### config.mk
export PLATFORM = sky130hd
export DESIGN_NAME = rr_arbiter8
export DESIGN_NICKNAME = d
export VERILOG_FILES = /design/src/rtl/rr_arbiter8.sv
export SDC_FILE = /design/constraint.sdc
export NUM_CORES = 1
export LEC_CHECK = 0
export BUFFER_PORTS_ARGS = -buffer_cell sky130_fd_sc_hd__buf_2
export CORE_AREA = 2 2 91 93
export DETAILED_ROUTE_END_ITERATION = 6
export DIE_AREA = 0 0 93 95
export PLACE_DENSITY = 0.42
export SYNTH_ARGS = -nofsm -noshare
export SYNTH_HDL_FRONTEND = slang
export SYNTH_SLANG_ARGS = --single-unit
### constraint.sdc
create_clock -name clk -period 4.61 [get_ports clk]
set_input_delay 0.461 -clock clk [delete_from_list [all_inputs] [get_ports clk]]
set_output_delay 0.461 -clock clk [all_outputs]
set_load 0.05 [all_outputs]
### src/rtl/rr_arbiter8.sv
// Round-robin arbiter with registered one-hot grant, binary index and owner lock.
// Define ARB_TIMEOUT_EN to force release after MAX_HOLD owner cycles when others are waiting.
module rr_arbiter8 #(
    parameter int unsigned N        = 8,
    parameter int unsigned MAX_HOLD = 16
) (
    input  logic                 clk,
    input  logic                 rst_n,
    input  logic [N-1:0]         req,
    output logic [N-1:0]         gnt,
    output logic [$clog2(N)-1:0] gnt_idx,
    output logic                 gnt_valid,
    output logic                 timeout
);

    localparam int unsigned IDXW = $clog2(N);

    typedef enum logic [0:0] {StIdle, StBusy} state_e;

    state_e          state_q, state_d;
    logic [N-1:0]    gnt_q, gnt_d;
    logic [IDXW-1:0] idx_q, idx_d;
    logic [IDXW-1:0] ptr_q, ptr_d;

    logic [N-1:0]    cand;
    logic [IDXW-1:0] scan_idx;
    logic [IDXW-1:0] win_idx;
    logic            win_found;
    logic            owner_req;
    logic            take_win;

    function automatic logic [IDXW-1:0] onehot_to_bin(input logic [N-1:0] oh);
        logic [IDXW-1:0] b;
        b = '0;
        for (int unsigned i = 0; i < N; i++) begin
            if (oh[i]) b = b | IDXW'(i);
        end
        return b;
    endfunction

    // The current owner is never a candidate, so a timed-out owner loses to the others.
    always_comb begin
        cand      = req & ~gnt_q;
        win_found = 1'b0;
        win_idx   = '0;
        scan_idx  = '0;
        for (int unsigned k = 0; k < N; k++) begin
            scan_idx = ptr_q + IDXW'(k);
            if (!win_found && cand[scan_idx]) begin
                win_found = 1'b1;
                win_idx   = scan_idx;
            end
        end
    end

    assign owner_req = |(req & gnt_q);

`ifdef ARB_TIMEOUT_EN
    localparam int unsigned HoldW = $clog2(MAX_HOLD);
    localparam logic [HoldW-1:0] HoldMax = HoldW'(MAX_HOLD - 1);

    logic [HoldW-1:0] hold_q, hold_d;
    logic             timeout_q, timeout_d;
`else
    logic unused_max_hold;
    assign unused_max_hold = ^MAX_HOLD;
`endif

    always_comb begin
        state_d  = state_q;
        gnt_d    = gnt_q;
        ptr_d    = ptr_q;
        take_win = 1'b0;
`ifdef ARB_TIMEOUT_EN
        hold_d    = hold_q;
        timeout_d = 1'b0;
`endif
        case (state_q)
            StIdle: begin
                if (win_found) take_win = 1'b1;
            end
            StBusy: begin
                if (!owner_req) begin
                    if (win_found) begin
                        take_win = 1'b1;
                    end else begin
                        state_d = StIdle;
                        gnt_d   = '0;
                    end
                end
`ifdef ARB_TIMEOUT_EN
                else if (hold_q == HoldMax) begin
                    // Saturated: release only if someone else is waiting.
                    if (win_found) begin
                        take_win  = 1'b1;
                        timeout_d = 1'b1;
                    end
                end else begin
                    hold_d = hold_q + HoldW'(1);
                end
`endif
            end
            default: begin
                state_d = StIdle;
                gnt_d   = '0;
            end
        endcase

        if (take_win) begin
            state_d = StBusy;
            gnt_d   = {{(N-1){1'b0}}, 1'b1} << win_idx;
            ptr_d   = win_idx + IDXW'(1);
`ifdef ARB_TIMEOUT_EN
            hold_d  = '0;
`endif
        end
        idx_d = onehot_to_bin(gnt_d);
    end

    always_ff @(posedge clk or negedge rst_n) begin
        if (!rst_n) begin
            state_q <= StIdle;
            gnt_q   <= '0;
            idx_q   <= '0;
            ptr_q   <= '0;
        end else begin
            state_q <= state_d;
            gnt_q   <= gnt_d;
            idx_q   <= idx_d;
            ptr_q   <= ptr_d;
        end
    end

`ifdef ARB_TIMEOUT_EN
    always_ff @(posedge clk or negedge rst_n) begin
        if (!rst_n) begin
            hold_q    <= '0;
            timeout_q <= 1'b0;
        end else begin
            hold_q    <= hold_d;
            timeout_q <= timeout_d;
        end
    end

    assign timeout = timeout_q;
`else
    assign timeout = 1'b0;
`endif

    assign gnt       = gnt_q;
    assign gnt_idx   = idx_q;
    assign gnt_valid = |gnt_q;

endmodule
==> results.py <==
metrics = {
    "status": {
        "outcome": "finished, final reports clean",
    },
    "hold_path": {
        "hold_path.class": "in -> async",
    },
    "global_routing": {
        "grt_usage": 0.1258,
        "grt_pass1_vias": 1517,
        "grt_first_pass_wirelength_um": 8700,
        "antenna_found_initial": 0,
        "gr-total-overflow": 0,
        "grt_max_degree": 18,
    },
    "logic_synthesis": {
        "synth_edf_count": 0,
        "synth.ff_latch_count": 15,
        "ys_warn_count": 0,
        "synth.top_cell.area_share": 0.1966,
        "synth.largest_area_cell": "dfrtp_1",
        "postSynthCellCount": 189,
        "ys.flop_type": "dfrtp_1",
        "synth_nets": 206,
        "synth_cell_types": 58,
        "yosysSeqAreaShare": 0.1966,
        "avgSynthCellArea_um2": 10.10,
        "syn_area_um2": 1909,
        "async_flop_share": 1.000,
        "synth_area_leaders": "dfrtp_1, mux4_2, mux2i_4, ha_1, nand2_1",
    },
    "timing": {
        "tightest_slew_ns": 0.7550,
        "fin_tns_setup_ns": 0,
        "clock.fmax_mhz": 257.3,
        "drv_slew": 0,
        "grt_setup_unrepaired": "false",
        "fin_ws_ns": 0.7239,
        "slew_headroom": 0.4937,
        "setup_viol": 0,
        "hold_viol": 0,
        "fin_skew_ns": 0.003912,
        "min_period_ns": 3.886,
        "min_period_over_period": 0.8430,
    },
    "cts": {
        "ctsHoldBuffers": 0,
        "clockBufferDepth": 2,
        "cts.sinks": 15,
        "h-tree-depth": 1,
        "tritoncts": "done",
        "cts_resized": 0,
        "root_buffer": "clkbuf_8",
        "cts_setup_buffers": 0,
        "clkLatencyLatePin_ns": 0.24,
        "path_clk_slew_ns": 0.06,
        "numCtsBuffers": 3,
    },
    "routing": {
        "drc_errors": 0,
        "num_vias": 1617,
        "routed_wl_um": 5371,
        "drtPass1Iterations": 4,
        "routedWlPerCell_um": 17.11,
        "viasPerCell": 5.150,
        "drt_iter0_markers": 174,
        "antenna_left": 0,
    },
    "setup_path": {
        "critPathCaptureType": "flop",
        "rrSetupSlack_ns": 0.72,
        "cp.arrival_ns": 4.01,
        "start_kind": "flop",
        "r2r-start": "ptr_q[1]$_DFFE_PN0P_",
        "required_ns": 4.73,
        "crit_type": "reg -> reg",
        "crit_path_start": "ptr_q[1]$_DFFE_PN0P_",
        "critPathMaxFanout": 11,
    },
    "final_layout": {
        "post-route-util": 0.2713,
        "mostFrequentLayoutCell": "buf_2",
        "multi_input_area_um2": 1424,
        "seqCellArea_um2": 375.4,
        "syn_to_final_growth_pct": 12.65,
        "drive_gt1_frac": 0.3301,
        "fin_nets": 227,
        "final_cell_mix": "buf_2, nand2_1, dfrtp_1, mux4_2, nor2b_1",
        "diodes": 0,
        "fillers": 862,
    },
    "floorplanning": {
        "dieWidth_um": 93,
        "initial_utilization": 0.2408,
        "die_h_um": 95,
        "die_area_um2": 8835,
        "rows": 33,
        "core_um2": 7928,
        "io_pins": 23,
    },
    "place": {
        "port_buffers": 21,
        "post-place-ws_ns": 0.6859,
        "gp_congestion": 0.8165,
        "hpwl_um": 4210,
    },
    "job": {
        "cap_violations": 0,
    },
}
[cells in the mapped netlist, types with 4 or more instances]
master    instances
nand2_1          20
dfrtp_1          15
mux4_2           14
nor2b_1          10
nand2b_1          9
a21oi_1           7
a22oi_1           7
ha_1              7
o21ai_1           7
nor2_1            6
o21ai_0           6
buf_4             5
mux2i_1           5
mux2i_4           4
[final cells by class]
type / instances / area share
Multi-Input combinational cell: 157 / 0.6620
Inverter: 6 / 0.01163
Sequential cell: 15 / 0.1745
Timing Repair Buffer: 27 / 0.06981
Clock buffer: 4 / 0.02094
Tap cell: 105 / 0.06108
[worst paths after layout]
| kind | end | cells after the start |
|---|---|---|
| min in group clk | state_q$_DFF_PN0_ | 2 |
| worst min-delay path | gnt[6]$_DFF_PN0_ | 1 |
| worst max register to register | gnt_idx[0]$_DFF_PN0_ | 13 |
| max in group asynchronous | ptr_q[2]$_DFFE_PN0P_ | 1 |
| worst max-delay path | gnt_idx[0]$_DFF_PN0_ | 13 |
| worst min register to register | state_q$_DFF_PN0_ | 2 |
[per-stage QoR]
step | std cells | hold WS, ns | instance area [um2]
floorplan | 189 | 0.1654 | 1909
global placement | 310 | 0.3905 | 2106
detailed placement | 310 | 0.3994 | 2106
CTS | 314 | 0.1288 | 2151
global route | 314 | 0.1426 | 2151
finish | 314 | 0.1254 | 2151
[per-layer routing]
metal	GRT usage	vias up	wire length [um]
met4	0.01838	0	0
met3	0.009577	0	233
met2	0.2120	44	2606
met1	0.1807	804	2532
met5	0	-	0
li1	-	769	-
[state kept, by name, summed over array words and instances (netlist names)]
name	count
state_q	1
gnt_idx	3
ptr_q	3
gnt	8
[worst max-delay path, stage by stage, from the launching register on]
cell and delay, ns:
dfrtp_1 0.58, inv_2 0.14, ha_1 0.62, inv_2 0.20, mux2i_4 0.26, and4_1 0.24, and4_4 0.18, a2111o_1 0.43
and2_1 0.20, ha_1 0.22, ha_1 0.21, or2_2 0.27, a22oi_1 0.13, o21ai_1 0.09
[cell families after synthesis]
logic type | synth area share
AO/OA/AOI/OAI | 0.2031
AND/OR/NAND/NOR | 0.2031
multiplexers | 0.2641
other | 0.001964
flip-flops | 0.1966
adder cells (fa/ha/maj) | 0.04587
XOR/XNOR | 0.02753
buffers and inverters | 0.05767
Power is not shown: default switching activity piles up to over one toggle a cycle in this logic, so the estimate is an artifact.
